==> src/rtl/instr_fetch_unit_pkg.sv <==
`default_nettype none
// ============================================================================
// Module   : instr_fetch_unit_pkg
// Purpose  : Shared types and constants for the instruction fetch unit.
// Revision : 1.0 - initial release
// ============================================================================
package instr_fetch_unit_pkg;

  localparam int unsigned c_instr_w  = 32;
  localparam int unsigned c_opcode_w = 7;

  // REQ: may issue, WAIT: response pending, DROP: pending response is stale
  typedef enum logic [1:0] {
    REQ  = 2'd0,
    WAIT = 2'd1,
    DROP = 2'd2
  } fetch_state_t;

  typedef struct packed {
    logic [c_instr_w-1:0] pc;
    logic [c_instr_w-1:0] instr;
  } fetch_entry_t;

endpackage
`default_nettype wire

==> src/rtl/instr_fetch_unit_fifo.sv <==
`default_nettype none
// ============================================================================
// Module   : fetch_fifo
// Purpose  : DEPTH-entry instruction buffer with push, pop and flush.
//            Head entry reads as zero when the buffer is empty.
// Revision : 1.0 - initial release
// ============================================================================
module fetch_fifo
  import instr_fetch_unit_pkg::*;
#(
  parameter int unsigned DEPTH = 2
) (
  input  logic         clk,
  input  logic         reset,
  input  logic         i_push,
  input  fetch_entry_t i_data,
  input  logic         i_pop,
  input  logic         i_flush,
  output logic         o_empty,
  output logic         o_full,
  output fetch_entry_t o_head
);

  localparam int unsigned          c_ptr_w = (DEPTH > 1) ? $clog2(DEPTH) : 1;
  localparam int unsigned          c_cnt_w = $clog2(DEPTH + 1);
  localparam logic [c_ptr_w-1:0]   c_last  = c_ptr_w'(DEPTH - 1);
  localparam logic [c_cnt_w-1:0]   c_depth = c_cnt_w'(DEPTH);

  fetch_entry_t       r_mem [DEPTH];
  logic [c_ptr_w-1:0] r_wr_ptr;
  logic [c_ptr_w-1:0] r_rd_ptr;
  logic [c_cnt_w-1:0] r_count;

  logic w_do_push;
  logic w_do_pop;

  assign w_do_push = i_push && (r_count != c_depth);
  assign w_do_pop  = i_pop && (r_count != '0);

  assign o_empty = (r_count == '0);
  assign o_full  = (r_count == c_depth);
  assign o_head  = o_empty ? '0 : r_mem[r_rd_ptr];

  // Entry storage: written at the tail on push, cleared only by reset
  always_ff @(posedge clk or posedge reset) begin
    if (reset) begin
      for (int i = 0; i < DEPTH; i++) begin
        r_mem[i] <= '0;
      end
    end else if (w_do_push && !i_flush) begin
      r_mem[r_wr_ptr] <= i_data;
    end
  end

  // Pointer and occupancy tracking; flush empties the buffer outright
  always_ff @(posedge clk or posedge reset) begin
    if (reset) begin
      r_wr_ptr <= '0;
      r_rd_ptr <= '0;
      r_count  <= '0;
    end else if (i_flush) begin
      r_wr_ptr <= '0;
      r_rd_ptr <= '0;
      r_count  <= '0;
    end else begin
      if (w_do_push) begin
        r_wr_ptr <= (r_wr_ptr == c_last) ? '0 : r_wr_ptr + 1'b1;
      end
      if (w_do_pop) begin
        r_rd_ptr <= (r_rd_ptr == c_last) ? '0 : r_rd_ptr + 1'b1;
      end
      case ({w_do_push, w_do_pop})
        2'b10:   r_count <= r_count + c_cnt_w'(1);
        2'b01:   r_count <= r_count - c_cnt_w'(1);
        default: r_count <= r_count;
      endcase
    end
  end

endmodule
`default_nettype wire

==> src/rtl/instr_fetch_unit.sv <==
`default_nettype none
// ============================================================================
// Module   : instr_fetch_unit
// Purpose  : Sequential instruction fetcher with one outstanding memory
//            request, redirect support and a small decoupling buffer.
// Revision : 1.0 - initial release
// ============================================================================
module instr_fetch_unit
  import instr_fetch_unit_pkg::*;
#(
  parameter logic [31:0] RESET_PC = 32'h0000_0000,
  parameter int unsigned DEPTH    = 2
) (
  input  logic                  clk,
  input  logic                  reset,
  output logic                  imem_req_valid,
  output logic [c_instr_w-1:0]  imem_req_addr,
  input  logic                  imem_req_ready,
  input  logic                  imem_rsp_valid,
  input  logic [c_instr_w-1:0]  imem_rsp_data,
  input  logic                  redirect_valid,
  input  logic [c_instr_w-1:0]  redirect_pc,
  output logic                  inst_valid,
  output logic [c_instr_w-1:0]  inst_data,
  output logic [c_instr_w-1:0]  inst_pc,
  output logic [c_opcode_w-1:0] inst_opcode,
  input  logic                  inst_ready
);

  fetch_state_t         r_state;
  logic [c_instr_w-1:0] r_pc;
  logic [c_instr_w-1:0] r_fetch_pc;
  logic                 r_run;

  logic         w_hs;
  logic         w_push;
  logic         w_pop;
  logic         w_empty;
  logic         w_full;
  fetch_entry_t w_push_entry;
  fetch_entry_t w_head;
  logic         w_unused_ok;

  // r_run holds off the first request until one edge after reset release
  assign imem_req_valid = r_run && (r_state == REQ) && !w_full;
  assign imem_req_addr  = r_pc;
  assign w_hs           = imem_req_valid && imem_req_ready;

  // A response in the redirect cycle belongs to the old stream
  assign w_push       = (r_state == WAIT) && imem_rsp_valid && !redirect_valid;
  assign w_pop        = inst_valid && inst_ready;
  assign w_push_entry = '{pc: r_fetch_pc, instr: imem_rsp_data};

  assign inst_valid  = !w_empty;
  assign inst_data   = w_head.instr;
  assign inst_pc     = w_head.pc;
  assign inst_opcode = w_head.instr[c_opcode_w-1:0];

  // Redirect targets are word aligned; low bits are intentionally dropped
  assign w_unused_ok = &{1'b0, redirect_pc[1:0]};

  // Fetch FSM: issue, await response, or discard a stale response
  always_ff @(posedge clk or posedge reset) begin
    if (reset) begin
      r_state    <= REQ;
      r_pc       <= RESET_PC;
      r_fetch_pc <= '0;
      r_run      <= 1'b0;
    end else begin
      r_run <= 1'b1;
      if (redirect_valid) begin
        r_pc    <= {redirect_pc[c_instr_w-1:2], 2'b00};
        r_state <= (w_hs || ((r_state != REQ) && !imem_rsp_valid)) ? DROP : REQ;
      end else begin
        case (r_state)
          REQ: begin
            if (w_hs) begin
              r_fetch_pc <= r_pc;
              r_pc       <= r_pc + 32'd4;
              r_state    <= WAIT;
            end
          end
          WAIT: begin
            if (imem_rsp_valid) r_state <= REQ;
          end
          DROP: begin
            if (imem_rsp_valid) r_state <= REQ;
          end
          default: r_state <= REQ;
        endcase
      end
    end
  end

  fetch_fifo #(
    .DEPTH (DEPTH)
  ) u_fifo (
    .clk     (clk),
    .reset   (reset),
    .i_push  (w_push),
    .i_data  (w_push_entry),
    .i_pop   (w_pop),
    .i_flush (redirect_valid),
    .o_empty (w_empty),
    .o_full  (w_full),
    .o_head  (w_head)
  );

endmodule
`default_nettype wire
==> config.mk <==
export PLATFORM = sky130hd
export DESIGN_NAME = instr_fetch_unit
export DESIGN_NICKNAME = d
export VERILOG_FILES = /design/src/rtl/instr_fetch_unit_pkg.sv /design/src/rtl/instr_fetch_unit_fifo.sv /design/src/rtl/instr_fetch_unit.sv
export SDC_FILE = /design/constraint.sdc
export NUM_CORES = 1
export LEC_CHECK = 0
export CORE_UTILIZATION = 50
export CTS_BUF_LIST = sky130_fd_sc_hd__clkbuf_8
export DETAILED_ROUTE_END_ITERATION = 12
export GPL_ROUTABILITY_DRIVEN = 0
export HOLD_SLACK_MARGIN = 0.03
export PLACE_DENSITY = 0.89
export SYNTH_ARGS = -nofsm -noshare
export SYNTH_HDL_FRONTEND = slang
export SYNTH_SLANG_ARGS = --single-unit
==> constraint.sdc <==
create_clock -name clk -period 13.4 [get_ports clk]
set_clock_uncertainty 0.15 [all_clocks]
set_input_delay 1.34 -clock clk [delete_from_list [all_inputs] [get_ports clk]]
set_output_delay 1.34 -clock clk [all_outputs]
set_load 0.01 [all_outputs]
Word level (Yosys, flattened, before mapping)
Cells that the tools add are included.
{"block": "op_classes", "n_addsub": 5, "eq_ne": 8, "n_reduce_logical": 29, "bitwise": 3, "n_mux": 23, "order_cmp": 3}
{"cell": "64-bit two-way mux", "count": 5}
{"cell": "128-bit bitwise mux", "count": 1}
{"cell": "32-bit two-way mux", "count": 3}
{"cell": "64-bit demux with 1-bit select", "count": 1}
{"cell": "32-bit by 3-bit adder with 32-bit output, second input constant", "count": 1}
{"cell": "2-bit nonzero test", "count": 6}
{"cell": "1-bit logical AND", "count": 11}
{"cell": "2-bit two-way mux", "count": 5}
{"cell": "2-bit case mux with 2 select lines", "count": 2}
{"cell": "2-bit == test, second input constant", "count": 3}
{"cell": "1-bit two-way mux", "count": 6}
{"cell": "2-bit by 1-bit == test with 1-bit output, second input constant", "count": 2}
{"cell": "2-bit >= comparator, second input constant", "count": 2}
{"cell": "1-bit logical NOT", "count": 4}
{"cell": "2-bit logical NOT", "count": 2}
{"cell": "1-bit inverter with 2-bit output", "count": 2}
{"cell": "2-bit AND reduction", "count": 2}
{"cell": "3-bit by 1-bit inequality test with 1-bit output, second input constant", "count": 1}
{"cell": "3-bit inequality test, second input constant", "count": 1}
{"cell": "3-bit AND reduction", "count": 1}
{"cell": "3-bit nonzero test", "count": 1}
{"cell": "1-bit adder, second input constant", "count": 2}
{"cell": "2-bit by 1-bit adder with 2-bit output, second input constant", "count": 1}
{"cell": "2-bit by 1-bit < comparator with 1-bit output, second input constant", "count": 1}
{"cell": "5 further kinds", "count": 5}
{"block": "totals", "word_cells": 82, "register_bits": 199, "out_inout_bits": 105, "inputBits": 70}

Depth between registers and ports, before layout
Gate-level depths: netlist (run 1).
{"block": "depth", "depth_word": 7, "depth_mapped": 8, "depth_no_buf": 7}

Hierarchy
From an unflattened synthesis (run 1), not the netlist that was laid out.
{"block": "hier_totals", "cells_unflattened": 744, "area_unflattened_um2": 9088.7}
{"mod": "fetch_fifo", "cells_per_inst": 437, "n_inst": 1, "area_each_um2": 5934.4}
{"mod": "instr_fetch_unit", "cells_per_inst": 307, "n_inst": 1, "area_each_um2": 3154.3}

Least setup slack after synthesis (run 1)
OpenSTA, ideal clock, no wires.
{"block": "synth_path", "path_kind": "register to output", "from": "reg u_fifo.r_rd_ptr", "to": "out inst_opcode[0]", "arrival_ns": 1.583, "required_ns": 11.910, "stages_incl_launch_ff": 6, "path_slack_ns": 10.327, "cell_sequence": "dfrtp_1 -> clkbuf_1 -> buf_1 -> mux2i_1 -> nor2_1 -> buf_4"}
{"block": "synth_via", "elab_chain_cells": 5}
{"element": "from (decl)", "line": "instr_fetch_unit_fifo.sv:31", "text": "logic [c_ptr_w-1:0] r_rd_ptr;"}
{"element": "from (signal assigned)", "line": "instr_fetch_unit_fifo.sv:70", "text": "r_rd_ptr <= (r_rd_ptr == c_last) ? '0 : r_rd_ptr + 1'b1;"}
{"element": "1-bit inverter with 2-bit output (implied by the code)", "line": "instr_fetch_unit_fifo.sv:42", "text": "assign o_head = o_empty ? '0 : r_mem[r_rd_ptr];"}
{"element": "64-bit two-way mux (implied by the code) (3 in series)", "line": "instr_fetch_unit_fifo.sv:42"}
{"element": "64-bit two-way mux", "line": "instr_fetch_unit_fifo.sv:42"}
{"element": "to (decl)", "line": "instr_fetch_unit.sv:26", "text": "output logic [c_opcode_w-1:0] inst_opcode,"}
Every way passes these cells. The select of a mux whose other input is x is not followed.

Worst setup path after layout (run 1)
{"block": "layout_path", "from": "reg u_fifo.r_rd_ptr", "to": "out inst_data[4]"}
{"block": "layout_via", "elab_chain_cells": 5}
{"element": "1-bit inverter with 2-bit output (implied by the code)", "line": "instr_fetch_unit_fifo.sv:42"}
{"element": "64-bit two-way mux (implied by the code) (3 in series)", "line": "instr_fetch_unit_fifo.sv:42"}
{"element": "64-bit two-way mux", "line": "instr_fetch_unit_fifo.sv:42"}
{"element": "to (decl)", "line": "instr_fetch_unit.sv:24", "text": "output logic [c_instr_w-1:0] inst_data,"}
Every way passes these cells. The select of a mux whose other input is x is not followed.

==> out/metrics.cfg, run 1 <==
[power]
power.total_mw = 1.47
power_density_mw_per_mm2 = 135
power.leakage_nw = 4.61
peakVddDrop_v = 0.0000645

[setup_path]
end_kind = output pin
reg2reg_depth = 7
reg2reg_from = r_state[1]$_DFFE_PP0P_
critPathRequiredTime_ns = 11.91
cp_top_family = buffers and inverters
critical_path_buf_inv_count = 2
slowest_stage = dfrtp_4
cp.arrival_ns = 2.86
cpPeakStageDelay_ns = 0.71
r2r_end = r_fetch_pc[21]$_DFFE_PP0P_
cp_max_fo = 41
path_cells = buf_4 > mux2i_1 > nor2_1 > clkdlybuf4s50_1
start_kind = flop
path_class = reg -> out
reg2reg_slack_ns = 10.54

[finish]
final_cells = 1091
fillers = 1341
syn2layout_area_growth_pct = 24.7
layout_common_cells = dfrtp_1 (190), clkdlybuf4s50_1 (167), mux2_2 (144)
fin_util = 0.634
antennaDiodeCount = 0
multi_input_area_mm2 = 0.00369
num-nets-final = 926
layout-drive-gt1-share = 0.225
register_area_mm2 = 0.00478
final_area_mm2 = 0.0109
final_common_cell = dfrtp_1

[placement]
io_buffers = 168
dpl.hpwl_um = 12500
postPlaceCellArea_mm2 = 0.0105
dp.cells = 1059
dp_slack_ns = 9.48

[yosys]
synth_edf_count = 0
synth_area_mm2 = 0.00876
ys_types = 38
yosysSeqAreaShare = 0.545
synth_top_area_frac = 0.545
ys_warn_count = 0
synthTopCellsByArea = dfrtp_1 (55%), mux2_2 (19%), mux2i_1 (7.2%)
yosysTopAreaCell = dfrtp_1
async_flop_share = 1.00
avgSynthCellArea_um2 = 12.5
synth-seq-cells = 191
syn-instance-count = 703
synthFlopType = dfrtp_1

[outcome]
status = finished, final reports clean

[drt]
drc = 0
viasPerCell = 5.31
drt-total-wl_um = 18800
num_vias = 5795
ant_nets = 0
drtIter0Drc = 232
dr.pass1.iters = 4
wl_per_cell_um = 17.2

[die]
die_y_um = 134
start_util = 0.508
ioPinCount = 175
die_w_um = 134
dieArea_mm2 = 0.0181
rows = 48
core_area_mm2 = 0.0172

[clocking]
clock_path_buffers = 2
cts_hold_buf = 0
ctsResizeCount = 0
clkTransAtPathRegs_ns = 0.10
numCtsBuffers = 17
cts_sinks = 191
clk_latency_ns = 0.46
cts.htree.levels = 4
cts_tree = done
root_buffer = clkbuf_8
post_cts_buffers = 0

[global_routing]
grt_pass1_vias = 6044
track_usage = 0.221
grt_overflow = 0
antenna_found_initial = 0
grt_start_max_net_pins = 123
grt_pass1_wl_um = 30900

[sta]
max_clock_freq_ghz = 0.230
min_period_ns = 4.35
hold_ws_ns = 0.341
setup_viol = 0
rsz0062_at_grt = no
slew_headroom = 0.314
final.setup.tns_ns = 0
hold_viol = 0
timing.final.ws_setup_ns = 9.05
fin_crit_sh = 0.325
finalMaxSlewViolations = 0
worst_pin_slew_ns = 1.03

[hold_path]
hold_class = reg -> reg
min_from = u_fifo.r_mem[83]$_DFFE_PP0P_
holdPathStages = 1
min_to = u_fifo.r_mem[83]$_DFFE_PP0P_

[job]
drv_cap = 0

==> kinds of logic (layout without fill, tap and decap cells) <==
logic type               count (synthesis)  after routing  synth area share
buffers and inverters                   55            215            0.0371
XOR/XNOR                                30             30            0.0300
other                                    2              5          0.000857
flip-flops                             191            191             0.545
multiplexers                           218            218             0.271
AO/OA/AOI/OAI                           40             40            0.0244
adder cells (fa/ha/maj)                  3              3           0.00428
AND/OR/NAND/NOR                        164            164            0.0869
==> area by class of cell <==
type,count,share of cell area
Sequential cell,191,0.438
Multi-Input combinational cell,460,0.338
Timing Repair Buffer,177,0.160
Tap cell,225,0.0257
Clock buffer,18,0.0227
Clock inverter,14,0.0141
Inverter,6,0.00275
==> report_power, final <==
part           switching (mW)  internal [mW]  leakage (nW)  total (mW)
clock                   0.209          0.175         0.203       0.384
sequential             0.0850          0.709          2.48       0.794
combinational           0.115          0.180          1.92       0.295
total                   0.409           1.06          4.61        1.47
==> synthesized netlist by cell type (3+ instances only) <==
master / n
and3_1: 3
buf_1: 6
buf_2: 5
buf_4: 18
buf_6: 6
clkbuf_1: 14
dfrtp_1: 191
ha_1: 3
inv_1: 6
mux2_1: 11
mux2_2: 144
mux2i_1: 63
nand2_1: 42
nand3_1: 13
nand4_1: 14
nor2_1: 72
nor3_2: 3
nor4_1: 3
o21ai_0: 31
xnor2_1: 4
xor2_1: 26
==> per-layer routing <==
layer / track usage / wire (µm)
met3: 0.0556 / 1030
met1: 0.293 / 8380
met4: 0.0712 / 238
met5: 0 / 0
met2: 0.358 / 9120
==> worst max path at each step <==
stage / startpoint / end / slack, ns / cells after the start
after detailed placement: u_fifo.r_rd_ptr$_DFFE_PP0P_ / inst_data[4] / 9.48 / 4
after global placement: u_fifo.r_rd_ptr$_DFFE_PP0P_ / inst_opcode[4] / 9.56 / 4
after CTS: u_fifo.r_rd_ptr$_DFFE_PP0P_ / inst_data[4] / 8.95 / 4
after global routing: u_fifo.r_rd_ptr$_DFFE_PP0P_ / inst_data[4] / 8.85 / 4
final: u_fifo.r_rd_ptr$_DFFE_PP0P_ / inst_data[4] / 9.05 / 4
after floorplan: reset / imem_req_addr[10]$_DFFE_PP0P_ / 6.71 / 1
==> sequential cells by signal, indices dropped and copies added (netlist names) <==
name and count:
imem_req_addr 30, r_fetch_pc 30, r_run 1, r_state 2
u_fifo.r_count 2, u_fifo.r_mem 124, u_fifo.r_rd_ptr 1, u_fifo.r_wr_ptr 1
(Power assumes the default switching activity.)
==> inputs of run 2 (changes only) <==
- CORE_UTILIZATION: 50 -> 48
- clock period: 13.4 -> 4 ns (I/O delays scaled with it)
==> run 2 against run 1 <==
Net effect:
- total power rose to 3.3 times the previous value
- first-iteration DRC count fell by 4.3%
- flip-flop and latch count did not move
- non-clock buffer count rose by 2
- cell count rose by 0.55%
- worst setup slack got worse by 8.1 ns
- combinational power rose to 3.4 times the previous value
- critical path type unchanged
- highest routed layer is now met5
==> out/metrics.cfg, run 2 (synthesis results as in run 1) <==
[power]
power_density_mw_per_mm2 = 439  ; was 135 mW/mm²
intPower_mw = 3.47  ; was 1.06 mW
seqPwrFrac = 0.554  ; was 0.539
p_sw_mw = 1.34  ; was 0.409 mW
power.total_mw = 4.81  ; was 1.47 mW
power_frac_comb = 0.206  ; was 0.200
swShare = 0.279  ; was 0.278
clkPwrFrac = 0.241  ; was 0.261
peakVddDrop_v = 0.000222  ; was 0.0000645 V
power.leakage_nw = 4.61  ; about the same

[die]
rows = 49  ; was 48
die_w_um = 137  ; was 134 µm
start_util = 0.490  ; was 0.508
core_area_mm2 = 0.0179  ; was 0.0172 mm²
die_y_um = 137  ; was 134 µm
dieArea_mm2 = 0.0188  ; was 0.0181 mm²
ioPinCount = 175  ; unchanged

[finish]
regMostFlops = u_fifo.r_mem  ; unchanged
largest_reg_flops = 124  ; unchanged
num-nets-final = 928  ; was 926
layout-drive-gt1-share = 0.226  ; was 0.225
final_area_mm2 = 0.0110  ; was 0.0109 mm²
register_area_mm2 = 0.00478  ; unchanged
syn2layout_area_growth_pct = 25.0  ; was 24.7%
fillers = 1479  ; was 1341
multi_input_area_mm2 = 0.00369  ; unchanged
fin_util = 0.612  ; was 0.634
final_common_cell = dfrtp_1  ; unchanged
layout_common_cells = dfrtp_1 (190), clkdlybuf4s50_1 (167), mux2_2 (144)  ; unchanged
final_cells = 1097  ; was 1091
antennaDiodeCount = 0  ; unchanged

[sta]
rsz0062_at_grt = no  ; unchanged
final.setup.tns_ns = 0  ; unchanged
slew_headroom = 0.388  ; was 0.314
hold_ws_ns = 0.295  ; was 0.341 ns
hold_viol = 0  ; unchanged
worst_pin_slew_ns = 0.913  ; was 1.03 ns
setup_viol = 0  ; unchanged
finalMaxSlewViolations = 0  ; unchanged
timing.final.ws_setup_ns = 0.935  ; was 9.05 ns
fin_crit_sh = 0.766
min_period_ns = 3.07
max_clock_freq_ghz = 0.326

[clocking]
numCtsBuffers = 17  ; unchanged
cts_hold_buf = 0  ; unchanged
clk_latency_ns = 0.46  ; about the same
ctsResizeCount = 0  ; unchanged
post_cts_buffers = 0  ; unchanged
cts.htree.levels = 4  ; unchanged
cts_tree = done  ; unchanged
cts_sinks = 191  ; unchanged
clock_path_buffers = 2  ; unchanged
root_buffer = clkbuf_8  ; unchanged
clkTransAtPathRegs_ns = 0.09  ; was 0.10 ns

[hold_path]
min_from = redirect_valid  ; was u_fifo.r_mem[83]$_DFFE_PP0P_
hold_class = in -> reg  ; was reg -> reg
holdPathStages = 2  ; was 1

[outcome]
status = finished, final reports clean  ; unchanged

[setup_path]
start_kind = flop  ; unchanged
reg2reg_from = r_state[1]$_DFFE_PP0P_  ; unchanged
path_class = reg -> out  ; unchanged
crit_start = u_fifo.r_rd_ptr$_DFFE_PP0P_  ; unchanged
cp.arrival_ns = 2.52  ; was 2.86 ns
end_kind = output pin  ; unchanged
reg2reg_depth = 8  ; was 7
cp_max_fo = 32  ; was 41
critPathRequiredTime_ns = 3.45  ; was 11.91 ns

[global_routing]
busiest_layer = met2  ; unchanged
antenna_found_initial = 1  ; was 0
met1_usage = 0.267  ; was 0.293
grt_pass1_vias = 5799  ; was 6044
track_usage = 0.209  ; was 0.221
grt_pass1_wl_um = 29700  ; was 30900 µm
grt_overflow = 0  ; unchanged
grt_use_met3 = 0.0496  ; was 0.0556
grt_use_met2 = 0.349  ; was 0.358
grt_start_max_net_pins = 109  ; was 123

[drt]
dr.pass1.iters = 4  ; unchanged
drc = 0  ; unchanged
viasPerCell = 5.32  ; was 5.31
num_vias = 5837  ; was 5795
ant_nets = 0  ; unchanged
drt-total-wl_um = 18800  ; about the same
drtIter0Drc = 222  ; was 232
wl_per_cell_um = 17.1  ; was 17.2 µm

[job]
drv_cap = 0  ; unchanged

[placement]
dp.cells = 1065  ; was 1059
dp_slack_ns = 1.10  ; was 9.48 ns
postPlaceCellArea_mm2 = 0.0106  ; was 0.0105 mm²
io_buffers = 168  ; unchanged
dpl.hpwl_um = 12500  ; about the same

[run 2: layout make-up]
cell class,instances,share of cell area
clock inverter,12,0.00776
tap,229,0.0261
inverter,6,0.00240
multi-input combinational,460,0.337
timing repair buffer,179,0.165
clock buffer,20,0.0251
sequential,191,0.437
[run 2: final timing paths]
| kind | end | slack, ns |
|---|---|---|
| max in group asynchronous | u_fifo.r_wr_ptr$_DFFE_PP0P_ | 2.89 |
| min in group asynchronous | u_fifo.r_mem[90]$_DFFE_PP0P_ | 0.30 |
| min | u_fifo.r_rd_ptr$_DFFE_PP0P_ | 0.29 |
| max reg2reg | r_fetch_pc[20]$_DFFE_PP0P_ | 1.35 |
| max | inst_opcode[3] | 0.93 |
| min reg2reg | u_fifo.r_mem[27]$_DFFE_PP0P_ | 0.34 |
[run 2: worst max-delay path, stage by stage, from the launching register on]
cell,delay [ns]
dfrtp_4,0.86
buf_12,0.33
mux2i_1,0.12
nor2_1,0.17
clkdlybuf4s50_1,0.56
[run 2: power groups by stage]
stage                     logic, mW  registers (mW)  clock network, mW
final                         0.989            2.66               1.16
after global routing           1.09            2.72               1.28
after CTS                      1.01            2.66               1.20
after detailed placement       1.00            2.70                  0
after global placement        0.962            2.67                  0
after floorplan               0.697            2.62                  0
[run 2: per-layer routing]
metal  routed length (µm)  vias to the layer above
met3                 1040                       27
met2                 9250                      152
met4                  320                        2
li1                     -                     2731
met5                    9                        -
met1                 8160                     2925
